==> src/rtl/br_amba_pkg.sv <==
// br_amba: shared AMBA constants and response encodings.
//   AxiProtWidth / AxiRespWidth : channel field widths
//   AxiResp*                    : xRESP encodings used by AXI4-Lite endpoints
package br_amba;

  localparam int unsigned AxiProtWidth = 3;
  localparam int unsigned AxiRespWidth = 2;

  typedef logic [AxiRespWidth-1:0] axi_resp_t;

  localparam axi_resp_t AxiRespOkay   = 2'b00;
  localparam axi_resp_t AxiRespExokay = 2'b01;
  localparam axi_resp_t AxiRespSlverr = 2'b10;
  localparam axi_resp_t AxiRespDecerr = 2'b11;

endpackage

==> src/rtl/br_amba_axil_reg_target.sv <==
// br_amba_axil_reg_target: AXI4-Lite subordinate terminating a link into a single-outstanding
// register request/response interface.
//   target_aw* / target_w* / target_b* : AXI4-Lite write channels
//   target_ar* / target_r*             : AXI4-Lite read channels
//   req_*                              : register request (valid/ready, payload held while valid)
//   resp_*                             : single-cycle register response (only honoured in WAIT)
// Out-of-window addresses are answered with DECERR without touching the register block; a
// missing response is answered with SLVERR after TimeoutCycles WAIT cycles (0 disables).
module br_amba_axil_reg_target
  import br_amba::*;
#(
  parameter int unsigned          AddrWidth     = 40,
  parameter int unsigned          DataWidth     = 64,
  parameter logic [AddrWidth-1:0] BaseAddr      = '0,
  parameter int unsigned          SizeBytes     = 4096,
  parameter int unsigned          TimeoutCycles = 256,
  localparam int unsigned         StrbWidth     = DataWidth / 8,
  localparam int unsigned         OffWidth      = $clog2(SizeBytes)
) (
  input  logic                    clk,
  input  logic                    rst_n,

  input  logic [AddrWidth-1:0]    target_awaddr,
  input  logic [AxiProtWidth-1:0] target_awprot,
  input  logic                    target_awvalid,
  output logic                    target_awready,
  input  logic [DataWidth-1:0]    target_wdata,
  input  logic [StrbWidth-1:0]    target_wstrb,
  input  logic                    target_wvalid,
  output logic                    target_wready,
  output logic [AxiRespWidth-1:0] target_bresp,
  output logic                    target_bvalid,
  input  logic                    target_bready,

  input  logic [AddrWidth-1:0]    target_araddr,
  input  logic [AxiProtWidth-1:0] target_arprot,
  input  logic                    target_arvalid,
  output logic                    target_arready,
  output logic [DataWidth-1:0]    target_rdata,
  output logic [AxiRespWidth-1:0] target_rresp,
  output logic                    target_rvalid,
  input  logic                    target_rready,

  output logic                    req_valid,
  input  logic                    req_ready,
  output logic                    req_write,
  output logic [OffWidth-1:0]     req_addr,
  output logic [DataWidth-1:0]    req_wdata,
  output logic [StrbWidth-1:0]    req_wstrb,
  input  logic                    resp_valid,
  input  logic [DataWidth-1:0]    resp_rdata,
  input  logic                    resp_err
);

  // Elaboration-time parameter checks.
  if (!(DataWidth == 32 || DataWidth == 64)) begin : g_bad_data_width
    $error("DataWidth must be 32 or 64");
  end
  if (AddrWidth < 12) begin : g_bad_addr_width
    $error("AddrWidth must be at least 12");
  end
  if (SizeBytes == 0 || (SizeBytes & (SizeBytes - 1)) != 0) begin : g_bad_size
    $error("SizeBytes must be a power of two");
  end
  if (SizeBytes < StrbWidth) begin : g_small_size
    $error("SizeBytes must cover at least one data word");
  end
  if ((BaseAddr & AddrWidth'(SizeBytes - 1)) != '0) begin : g_bad_base
    $error("BaseAddr must be aligned to SizeBytes");
  end

  localparam int unsigned CntWidth  = (TimeoutCycles > 1) ? $clog2(TimeoutCycles) : 1;
  localparam bit          TimeoutEn = (TimeoutCycles != 0);
  localparam logic [CntWidth-1:0] CntLast =
      CntWidth'((TimeoutCycles == 0) ? 0 : TimeoutCycles - 1);

  // One extra bit so BaseAddr + SizeBytes cannot wrap at the top of the address space.
  localparam logic [AddrWidth:0] WinLo = {1'b0, BaseAddr};
  localparam logic [AddrWidth:0] WinHi = WinLo + (AddrWidth + 1)'(SizeBytes);

  typedef enum logic [2:0] {StIdle, StReq, StWait, StBresp, StRresp} state_e;

  function automatic logic in_window(input logic [AddrWidth-1:0] a);
    return ({1'b0, a} >= WinLo) && ({1'b0, a} < WinHi);
  endfunction

  // BaseAddr is SizeBytes-aligned, so the low address bits already form the window offset.
  function automatic logic [OffWidth-1:0] word_offset(input logic [AddrWidth-1:0] a);
    return a[OffWidth-1:0] & ~OffWidth'(StrbWidth - 1);
  endfunction

  state_e                state_q;
  logic                  prio_rd_q;
  logic                  write_q;
  logic [OffWidth-1:0]   addr_q;
  logic [DataWidth-1:0]  wdata_q;
  logic [StrbWidth-1:0]  wstrb_q;
  logic [DataWidth-1:0]  rdata_q;
  axi_resp_t             resp_q;
  logic [CntWidth-1:0]   cnt_q;

  logic                  wr_cand, rd_cand;
  logic                  grant_wr, grant_rd;
  logic [AddrWidth-1:0]  gnt_addr;

  // Protection attributes carry no meaning for this endpoint.
  logic unused_prot;
  assign unused_prot = ^{target_awprot, target_arprot};

  always_comb begin
    wr_cand  = target_awvalid & target_wvalid;
    rd_cand  = target_arvalid;
    grant_wr = (state_q == StIdle) & wr_cand & (~rd_cand | ~prio_rd_q);
    grant_rd = (state_q == StIdle) & rd_cand & (~wr_cand | prio_rd_q);
    gnt_addr = grant_wr ? target_awaddr : target_araddr;
  end

  assign target_awready = grant_wr;
  assign target_wready  = grant_wr;
  assign target_arready = grant_rd;

  always_ff @(posedge clk or negedge rst_n) begin
    if (!rst_n) begin
      state_q   <= StIdle;
      prio_rd_q <= 1'b0;
      write_q   <= 1'b0;
      addr_q    <= '0;
      wdata_q   <= '0;
      wstrb_q   <= '0;
      rdata_q   <= '0;
      resp_q    <= AxiRespOkay;
      cnt_q     <= '0;
    end else begin
      unique case (state_q)
        StIdle: begin
          if (grant_wr || grant_rd) begin
            write_q   <= grant_wr;
            prio_rd_q <= grant_wr;
            addr_q    <= word_offset(gnt_addr);
            wdata_q   <= grant_wr ? target_wdata : '0;
            wstrb_q   <= grant_wr ? target_wstrb : '0;
            if (in_window(gnt_addr)) begin
              state_q <= StReq;
            end else begin
              resp_q  <= AxiRespDecerr;
              rdata_q <= '0;
              state_q <= grant_wr ? StBresp : StRresp;
            end
          end
        end
        StReq: begin
          if (req_ready) begin
            cnt_q   <= '0;
            state_q <= StWait;
          end
        end
        StWait: begin
          if (resp_valid) begin
            rdata_q <= resp_rdata;
            resp_q  <= resp_err ? AxiRespSlverr : AxiRespOkay;
            state_q <= write_q ? StBresp : StRresp;
          end else if (TimeoutEn && cnt_q == CntLast) begin
            rdata_q <= '0;
            resp_q  <= AxiRespSlverr;
            state_q <= write_q ? StBresp : StRresp;
          end else begin
            cnt_q <= cnt_q + CntWidth'(1);
          end
        end
        StBresp: begin
          if (target_bready) state_q <= StIdle;
        end
        StRresp: begin
          if (target_rready) state_q <= StIdle;
        end
        default: state_q <= StIdle;
      endcase
    end
  end

  assign req_valid     = (state_q == StReq);
  assign req_write     = write_q;
  assign req_addr      = addr_q;
  assign req_wdata     = wdata_q;
  assign req_wstrb     = wstrb_q;
  assign target_bvalid = (state_q == StBresp);
  assign target_rvalid = (state_q == StRresp);
  assign target_bresp  = resp_q;
  assign target_rresp  = resp_q;
  assign target_rdata  = rdata_q;

endmodule

==> config.mk <==
export PLATFORM = sky130hd
export DESIGN_NAME = br_amba_axil_reg_target
export DESIGN_NICKNAME = d
export VERILOG_FILES = /design/src/rtl/br_amba_pkg.sv /design/src/rtl/br_amba_axil_reg_target.sv
export SDC_FILE = /design/constraint.sdc
export NUM_CORES = 1
export LEC_CHECK = 0
export ABC_AREA = 1
export CORE_AREA = 3 3 151 153
export CTS_CLUSTER_SIZE = 40
export DETAILED_ROUTE_END_ITERATION = 8
export DIE_AREA = 0 0 154 156
export HOLD_SLACK_MARGIN = 0.06
export MAX_ROUTING_LAYER = met4
export PLACE_DENSITY = 0.66
export SYNTH_ARGS = -nofsm -noshare
export SYNTH_HDL_FRONTEND = slang
export SYNTH_SLANG_ARGS = --single-unit
==> constraint.sdc <==
create_clock -name clk -period 1.9 [get_ports clk]
set_input_delay 0.19 -clock clk [delete_from_list [all_inputs] [get_ports clk]]
set_output_delay 0.19 -clock clk [all_outputs]
set_load 0.02 [all_outputs]
### After elaboration in Yosys (flattened, before gate mapping)

Index checks and enable logic that the tools add are counted.

| word-level totals | value |
|---|---|
| register bits after elaboration | 159 |
| input bits | 232 |
| output and inout bits | 159 |
| word-level logic and storage cells | 69 |

| operators by class | value |
|---|---|
| add/subtract/negate cells | 1 |
| $lt $le $gt $ge | 1 |
| equality and inequality tests | 13 |
| mux-type cells | 28 |
| bitwise gates (word level) | 10 |
| reductions and logical operators | 8 |

Operators with widths:

| cell | number |
|---|---|
| 64-bit 2-to-1 mux | 5 |
| 64-bit case mux with 2 select lines | 1 |
| 40-bit by 13-bit < comparator with 1-bit output (second input constant) | 1 |
| 40-bit 2-to-1 mux | 1 |
| 8-bit 2-to-1 mux | 4 |
| 3-bit 2-to-1 mux | 9 |
| 8-bit case mux with 2 select lines | 1 |
| 3-bit case mux with 5 select lines | 1 |
| 2-bit 2-to-1 mux | 5 |
| 8-bit by 1-bit adder with 8-bit output (second input constant) | 1 |
| 8-bit == test (second input constant) | 1 |
| 2-bit by 1-bit inequality test with 1-bit output (second input constant) | 4 |
| 4-bit AND reduction | 2 |
| 3-bit by 2-bit == test with 1-bit output (second input constant) | 2 |
| 2-bit inequality test (second input constant) | 3 |
| 1-bit AND | 5 |
| 5-bit AND reduction | 1 |
| 2-bit case mux with 2 select lines | 1 |
| 2-bit nonzero test | 2 |
| 3-bit by 1-bit == test with 1-bit output (second input constant) | 1 |
| 3-bit == test (second input constant) | 1 |
| 3-bit zero test | 1 |
| 3-bit inequality test (second input constant) | 1 |
| 1-bit NOT | 3 |
| 3 further kinds | 4 |

### Depth between registers and ports, before layout

Gate-level depths: netlist of run 1.

| depth | value |
|---|---|
| word-level depth | 8 |
| depth in mapped cells | 14 |
| mapped depth without buffers | 12 |

### Least setup slack after synthesis of run 1

Ideal clock, no wire load.

| timing path | value |
|---|---|
| kind | flip-flop to output port |
| start | reg state_q[0] |
| end | out target_wready |
| data arrival time | 1623 ps |
| required time | 1710 ps |
| setup slack | 87 ps |
| cell stages (with the launch flop) | 7 |
| buffers on the path | 3 |
| path through | dfrtp_1 > nor2_1 > nand2_2 > nor2_4 > buf_2 > clkbuf_1 > buf_4 |

| between the ends | value |
|---|---|
| word-level cells in the longest chain between the ends | 3 |

Ends and longest elaborated chain:

| what | line | text |
|---|---|---|
| start, declared | br_amba_axil_reg_target.sv:92 | `state_e state_q;` |
| start signal, assigned | br_amba_axil_reg_target.sv:124 | `state_q <= StIdle;` |
| start signal, assigned | br_amba_axil_reg_target.sv:143 | `state_q <= StReq;` |
| start signal, assigned | br_amba_axil_reg_target.sv:147 | `state_q <= grant_wr ? StBresp : StRresp;` |
| 3-bit zero test | br_amba_axil_reg_target.sv:113 | `grant_wr = (state_q == StIdle) & wr_cand & (~rd_cand \| ~prio_rd_q);` |
| 1-bit AND (2 in series) | br_amba_axil_reg_target.sv:113 |  |
| end, declared | br_amba_axil_reg_target.sv:30 | `output logic target_wready,` |

Every way passes these cells.

### Worst setup path after layout of run 1

| timing path | value |
|---|---|
| start | reg state_q[1] |
| end | out target_arready |

| between the ends | value |
|---|---|
| word-level cells in the longest chain between the ends | 3 |

Ends and longest elaborated chain:

| what | line | text |
|---|---|---|
| 3-bit zero test | br_amba_axil_reg_target.sv:114 | `grant_rd = (state_q == StIdle) & rd_cand & (~wr_cand \| prio_rd_q);` |
| 1-bit AND (2 in series) | br_amba_axil_reg_target.sv:114 |  |
| end, declared | br_amba_axil_reg_target.sv:38 | `output logic target_arready,` |

Every way passes these cells.

==> results of run 1 <==
routing by layer:
metal,track usage,up-vias
li1,-,2973
met1,0.234,2900
met2,0.318,233
met3,0.0607,19
met4,0.0521,0
met5,-,-
critical path, delay by kind of cell (launching register included):
family | cells | cell delay, ns
DFF | 1 | 0.41
buffers and inverters | 3 | 0.41
and+or+nand+nor | 3 | 0.34
cells in the mapped netlist:
cell and number:
or2_2 1, xor2_1 2, nor4_1 1, o21ai_0 7, o21ai_1 1, clkinv_1 2, nand4_1 6, a22o_1 72
buf_1 1, a31oi_1 9, a21oi_1 1, buf_6 5, nand2_2 3, inv_2 4, conb_1 1, inv_1 19
nor3_1 3, nand2_1 263, nor3_4 1, dfrtp_1 159, nor2_2 2, nor2_1 60, clkbuf_1 17, buf_4 7
nor2_4 1, ha_1 1, nand3_1 14, buf_2 7
final cells by class:
class,instances,share of cell area
diodes,1,0.000220
inverters,25,0.00824
repair buffers,411,0.368
clock inverters,14,0.0109
well taps,280,0.0308
multi-input cells,451,0.195
clock buffers,18,0.0377
flip-flops and latches,159,0.349
registers in the layout, indices dropped and copies added, names as in the netlist:
name          cells
cnt_q             8
req_addr          9
req_wdata        64
req_write         1
req_wstrb         8
state_q           3
target_bresp      2
target_rdata     64
worst max-delay path by stage:
stage	end	depth (start not counted)	slack, ns	startpoint
2_1_floorplan	target_wready	6	0.09	state_q[0]
3_3_place_gp	target_wready	7	-0.30	target_awvalid
3_5_place_dp	target_rdata[44]	14	-0.29	target_awvalid
4_1_cts	target_awready	5	0.004	state_q[1]
5_1_grt	target_rdata[40]	11	-0.04	cnt_q[0]
6_report	target_arready	6	0.13	state_q[1]
logic make-up (layout without fill, tap and decap cells):
group / count (synthesis) / count (layout) / synth area share
buf+inv: 62 / 468 / 0.0473
flops: 159 / 159 / 0.616
compound gates: 90 / 90 / 0.113
simple gates: 355 / 355 / 0.218
fa+ha+maj: 1 / 1 / 0.00194
other cells: 1 / 4 / 0.000581
xor+xnor: 2 / 2 / 0.00271
stage by stage:
stage	TNS [ns]	setup slack, ns
2_1_floorplan	0	0.0866
3_3_place_gp	-29.85	-0.304
3_5_place_dp	-26.06	-0.286
4_1_cts	0	0.00387
5_1_grt	-0.637	-0.0384
6_report	0	0.135
power groups by stage:
stage / registers [W] / clock network, W / logic (W)
floorplan: 0.00755 / 0 / 0.00280
global placement: 0.00584 / 0 / 0.00921
detailed placement: 0.00582 / 0 / 0.00927
CTS: 0.00582 / 0.00337 / 0.00927
global route: 0.00603 / 0.00353 / 0.0104
finish: 0.00581 / 0.00327 / 0.00969
repair_timing:
action                                 in CTS  in global routing
pin swaps                                   0                  4
hold buffers                                1                  0
cloned                                      0                  3
buffers inserted                            0                  1
gates resized for setup                     9                 11
setup endpoints to repair                   5                 68
endpoints found under the hold margin      49                  0
cell usage in the layout, fill, tap and decap left out:
cell,instances
a21oi_1,1
a22o_1,72
a31oi_1,9
buf_12,11
buf_2,2
buf_4,22
buf_6,2
clkbuf_1,1
clkbuf_16,19
clkdlybuf4s50_1,368
clkinv_1,2
clkinv_2,1
clkinv_4,3
clkinvlp_4,2
conb_1,3
dfrtp_1,159
diode_2,1
dlygate4sd2_1,3
dlygate4sd3_1,1
ha_1,1
inv_1,18
inv_2,5
inv_6,5
inv_8,3
nand2_1,262
nand2_2,2
nand2_4,1
nand2_8,1
nand3_1,14
nand4_1,6
nor2_1,60
nor2_4,3
nor3_1,3
nor3_4,1
nor4_1,1
o21ai_0,7
o21ai_4,1
or2_2,1
xor2_1,2
==> results.sh, run 1 <==
export IMPL_track_usage=0.194
export IMPL_critical_path_max_stage_delay_ns=0.41
export IMPL_status="finished, final reports clean"
export IMPL_fin_skew_ns=0.0107
export IMPL_crit_type="reg2out"
export IMPL_reg2reg_slack_ns=0.15
export IMPL_p_per_area_nw_per_um2=1650
export IMPL_die_h_um=156
export IMPL_multi_input_area_um2=2220
export IMPL_grt_max_degree=65
export IMPL_nets=1298
export IMPL_dr_total_vias=6125
export IMPL_worstHoldPathType="in2async"
export IMPL_period_needed_ns=1.77
export IMPL_p_leak_nw=5.34
export IMPL_tritoncts="yes"
export IMPL_routed_via_density=4.51
export IMPL_internal_power_w=0.0113
export IMPL_clockBufferDepth=2
export IMPL_finalCritPeriodShare=0.929
export IMPL_max_cap_violations=0
export IMPL_cp_required_ns=1.71
export IMPL_highest_layer="met4"
export IMPL_wl_met3_um=1710
export IMPL_syn_to_final_growth_pct=76.4
export IMPL_vdd_drop_max_mv=0.751
export IMPL_p_sw_w=0.00752
export IMPL_cp_max_fo=4
export IMPL_grt_antenna_before_repair=1
export IMPL_switching_share=0.401
export IMPL_slowest_stage="dfrtp_1"
export IMPL_layout_drive_gt1_share=0.0788
export IMPL_io_pins=391
export IMPL_syn_area_per_cell_um2=9.64
export IMPL_route_detailed_drc=0
export IMPL_p_total_w=0.0188
export IMPL_ff_latch_area_um2=3980
export IMPL_syn_inst=670
export IMPL_insertion_delay_ns=0.42
export IMPL_yosys_area_top_type="dfrtp_1"
export IMPL_overflow=0
export IMPL_cts_buffers=17
export IMPL_clock_fmax_mhz=566
export IMPL_synth_top_area_frac=0.616
export IMPL_ys_seq_area_frac=0.616
export IMPL_gp_congestion=0.859
export IMPL_slew_headroom=0.655
export IMPL_r2r_start="state_q[1]"
export IMPL_power_frac_seq=0.309
export IMPL_worstReg2RegEnd="target_rdata[40]"
export IMPL_setup_viol=0
export IMPL_path_clk_slew_ns=0.07
export IMPL_dr_pass1_iters=4
export IMPL_cts_sinks=159
export IMPL_htreeDepth=4
export IMPL_reg2reg_depth=12
export IMPL_wl_per_cell_um=17.3
export IMPL_hpwlAfterDp_um=17300
export IMPL_port_buffers=375
export IMPL_core_area_um2=21700
export IMPL_placed_area_um2=10700
export IMPL_synth_area_leaders="dfrtp_1 (62%), nand2_1 (15%), a22o_1 (9.8%), nor2_1 (3.5%), inv_1 (1.1%)"
export IMPL_grt_pass1_wl_um=35300
export IMPL_ys_seq_elements=159
export IMPL_critPathLaunchType="flip-flop"
export IMPL_netlist_area_um2=6460
export IMPL_fin_util=0.525
export IMPL_tightest_slew_ns=0.517
export IMPL_arrival_ns=1.58
export IMPL_floorplan_initialDensity=0.298
export IMPL_dr_wl_met2_um=11700
export IMPL_holdWs_ns=0.285
export IMPL_die_w_um=154
export IMPL_comb_power_share=0.516
export IMPL_drt_iter0_markers=333
export IMPL_fill_cells=1953
export IMPL_clkPwrFrac=0.174
export IMPL_num_rows=54
export IMPL_placed_cells=1321
export IMPL_slew_viol_final=0
export IMPL_synth_warnings=0
export IMPL_crit_chain="nor2_1, nand2_2, inv_2, nand3_1, inv_1, buf_12"
export IMPL_endpoint_kind="output port"
export IMPL_ant_nets=0
export IMPL_wl_met1_um=9800
export IMPL_first_global_vias=6354
export IMPL_stdcell_count=1359
export IMPL_yosys_cell_types_count=28
export IMPL_fin_area_um2=11400
export IMPL_clock_root_buffer="clkbuf_16"
export IMPL_die_area_um2=24000
export IMPL_finalHoldViolations=0
export IMPL_totalWireLength_um=23500
Power figures use the tool's default switching activity.
==> inputs of run 2 (changes only) <==
--- a/config.mk
+++ b/config.mk
@@ -5,14 +5,13 @@
 export SDC_FILE = /design/constraint.sdc
 export NUM_CORES = 1
 export LEC_CHECK = 0
-export ABC_AREA = 1
 export CORE_AREA = 3 3 151 153
 export CTS_CLUSTER_SIZE = 40
 export DETAILED_ROUTE_END_ITERATION = 8
 export DIE_AREA = 0 0 154 156
 export HOLD_SLACK_MARGIN = 0.06
 export MAX_ROUTING_LAYER = met4
-export PLACE_DENSITY = 0.66
+export PLACE_DENSITY = 0.69
 export SYNTH_ARGS = -nofsm -noshare
 export SYNTH_HDL_FRONTEND = slang
 export SYNTH_SLANG_ARGS = --single-unit
==> results.sh, run 2 <==
export IMPL_status="finished, violations left"
export IMPL_violations="setup timing"
export IMPL_use_met1=0.258
export IMPL_hpwlAfterDp_um=18100
export IMPL_clkPwrFrac=0.196
export IMPL_route_detailed_drc=0
export IMPL_ys_seq_elements=159
export IMPL_async_flop_share=1.00
export IMPL_comb_power_share=0.508
export IMPL_ant_nets=0
export IMPL_p_per_area_nw_per_um2=1570
export IMPL_use_met3=0.0635
export IMPL_cp_required_ns=1.71
export IMPL_track_usage=0.207
export IMPL_dr_total_vias=7020
export IMPL_die_area_um2=24000
export IMPL_yosys_cell_types_count=40
export IMPL_routed_via_density=4.86
export IMPL_nets=1383
export IMPL_rsz0062_at_grt="yes"
export IMPL_endpoint_kind="output port"
export IMPL_placed_cells=1401
export IMPL_syn_area_per_cell_um2=9.25
export IMPL_clock_root_buffer="clkbuf_16"
export IMPL_grt_antenna_before_repair=2
export IMPL_wl_per_cell_um=17.7
export IMPL_die_h_um=156
export IMPL_p_sw_w=0.00768
export IMPL_io_pins=391
export IMPL_overflow=0
export IMPL_max_cap_violations=0
export IMPL_period_needed_ns=1.96
export IMPL_crit_family="simple AND/OR/NAND/NOR gates"
export IMPL_synth_warnings=0
export IMPL_arrival_ns=1.77
export IMPL_internal_power_w=0.0118
export IMPL_layout_drive_gt1_share=0.120
export IMPL_p_leak_nw=4.95
export IMPL_vdd_drop_max_mv=0.653
export IMPL_syn_to_final_growth_pct=75.8
export IMPL_synth_ff_type="dfrtp_1"
export IMPL_syn_inst=762
export IMPL_grt_max_degree=66
export IMPL_yosysMostFrequentCell="nand2_1"
export IMPL_synth_top_area_frac=0.565
export IMPL_die_w_um=154
export IMPL_crit_type="reg2out"
export IMPL_cp_max_fo=4
export IMPL_cts_buffers=17
export IMPL_worstHoldPathType="in2async"
export IMPL_synth_common_cells="nand2_1 (228), dfrtp_1 (159), o21ai_0 (107)"
export IMPL_totalWireLength_um=25600
export IMPL_slew_viol_final=0
export IMPL_insertion_delay_ns=0.42
export IMPL_crit_chain="or3_4, buf_6, or2_4, inv_2, buf_6"
export IMPL_grt_pass1_wl_um=38400
export IMPL_tritoncts="yes"
export IMPL_critPathLaunchType="flip-flop"
export IMPL_num_rows=54
export IMPL_ys_seq_area_frac=0.565
export IMPL_switching_share=0.395
export IMPL_grt_met2_usage=0.336
export IMPL_gp_congestion=0.805
export IMPL_clock_fmax_mhz=510
export IMPL_fin_util=0.571
export IMPL_power_frac_seq=0.296
export IMPL_critical_path_max_stage_delay_ns=0.42
export IMPL_finalHoldViolations=0
export IMPL_cts_sinks=159
export IMPL_netlist_area_um2=7050
export IMPL_htreeDepth=4
export IMPL_mostFrequentLayoutCells="clkdlybuf4s50_1 (368), nand2_1 (227), dfrtp_1 (158)"
export IMPL_setup_slack_ns=-0.0596
export IMPL_multi_input_area_um2=2990
export IMPL_floorplan_initialDensity=0.325
export IMPL_grt_busiest_layer="met2"
export IMPL_dr_pass1_iters=5
export IMPL_yosys_area_top_type="dfrtp_1"
export IMPL_synth_area_leaders="dfrtp_1 (56%), nand2_1 (12%), o21ai_0 (7.6%), a22oi_1 (6.9%), o21ai_1 (3.2%)"
export IMPL_finalCritPeriodShare=1.03
export IMPL_port_buffers=375
export IMPL_first_global_vias=6957
export IMPL_fill_cells=1891
export IMPL_final_common_cell="clkdlybuf4s50_1"
export IMPL_stdcell_count=1445
export IMPL_slowest_stage="or3_4"
export IMPL_fin_skew_ns=0.0121
export IMPL_drt_iter0_markers=382
export IMPL_path_clk_slew_ns=0.07
export IMPL_core_area_um2=21700
export IMPL_ff_latch_area_um2=3980
export IMPL_synth_edff_count=0
export IMPL_cpMostUsedCell="buf_6"
export IMPL_clockBufferDepth=2
export IMPL_setup_viol=2
export IMPL_crit_buf_inv=3
==> run 2: cell types whose count changed after synthesis, sizes merged, moves of 14 or more <==
cell / previous run / this run
a22o: 72 / 0
a22oi: 0 / 65
inv: 23 / 7
nand2: 266 / 228
nor2: 63 / 8
nor4: 1 / 15
o21ai: 8 / 152
==> run 2: cells by family after synthesis <==
group / share of synthesized area
AOI/OAI and AO/OA: 0.198
xor gates and xnor gates: 0.00497
adders and majority gates: 0.00177
buffers and inverters: 0.0506
DFF: 0.565
muxes: 0.0128
other: 0.000532
and+or+nand+nor: 0.167
==> run 2: path summary, 6_finish.rpt <==
kind	start	end	slack, ns	cells after the start
worst max-delay path	state_q[1]	target_arready	-0.06	5
worst min register to register	req_wdata[41]	req_wdata[41]	0.52	2
worst min-delay path	rst_n	target_rdata[24]	0.19	2
max in group asynchronous	rst_n	req_write	1.05	3
min in group clk	target_wdata[54]	req_wdata[54]	0.29	3
worst max register to register	state_q[1]	req_addr[9]	0.02	7
==> run 2: area by class of cell <==
| type | instances | area share |
|---|---|---|
| Clock buffer | 20 | 0.0352 |
| Antenna cell | 2 | 0.000404 |
| Timing Repair Buffer | 429 | 0.355 |
| Multi-Input combinational cell | 536 | 0.241 |
| Inverter | 7 | 0.00212 |
| Clock inverter | 12 | 0.0168 |
| Sequential cell | 159 | 0.321 |
| Tap cell | 280 | 0.0283 |
==> run 2: through the flow <==
step	setup TNS [ns]	area, µm²	total power [W]	setup slack [ns]	hold slack, ns
after floorplan	0	7060	0.0102	0.00122	-0.106
after global placement	-22.44	11400	0.0150	-0.335	0.0536
after detailed placement	-24.11	11400	0.0151	-0.392	0.0530
after CTS	-0.0785	12100	0.0191	-0.0785	0.177
after global routing	-4.37	12400	0.0207	-0.126	0.198
final	-0.0625	12400	0.0195	-0.0596	0.188
==> run 2: repair_timing <==
item | 4_1_cts | 5_1_grt
gates resized for setup | 17 | 112
gates cloned | 0 | 2
endpoints found under the setup margin | 54 | 115
buffers inserted | 2 | 5
endpoints found under the hold margin | 159 | 0
pin swaps | 4 | 6
hold buffers | 1 | 0
==> run 2: worst reg2reg max path, stage by stage, from the launching register on <==
cell,delay (ns)
dfrtp_1,0.38
or3_4,0.42
buf_6,0.14
or2_4,0.25
buf_4,0.20
buf_12,0.17
mux2i_1,0.15
o21ai_1,0.07
==> run 2: power groups by stage <==
| stage | clock, W | combinational (W) | sequential, W |
|---|---|---|---|
| after floorplan | 0 | 0.00287 | 0.00733 |
| after global placement | 0 | 0.00931 | 0.00568 |
| after detailed placement | 0 | 0.00940 | 0.00572 |
| after CTS | 0.00391 | 0.00946 | 0.00571 |
| after global routing | 0.00403 | 0.0107 | 0.00596 |
| final | 0.00381 | 0.00989 | 0.00576 |
==> run 2: routing by layer <==
metal / part of all wire / up-vias
met2: 0.49 / 267
li1: - / 3410
met1: 0.42 / 3325
met5: 0 / -
met4: 0.010 / 0
met3: 0.079 / 18
==> inputs of run 3 (changes only) <==
--- a/config.mk
+++ b/config.mk
@@ -6,9 +6,9 @@
 export NUM_CORES = 1
 export LEC_CHECK = 0
 export CORE_AREA = 3 3 151 153
-export CTS_CLUSTER_SIZE = 40
 export DETAILED_ROUTE_END_ITERATION = 8
 export DIE_AREA = 0 0 154 156
+export GPL_ROUTABILITY_DRIVEN = 0
 export HOLD_SLACK_MARGIN = 0.06
 export MAX_ROUTING_LAYER = met4
 export PLACE_DENSITY = 0.69
==> results of run 3 <==
No change in the layout: final DEF, timing and power equal those of run 2.
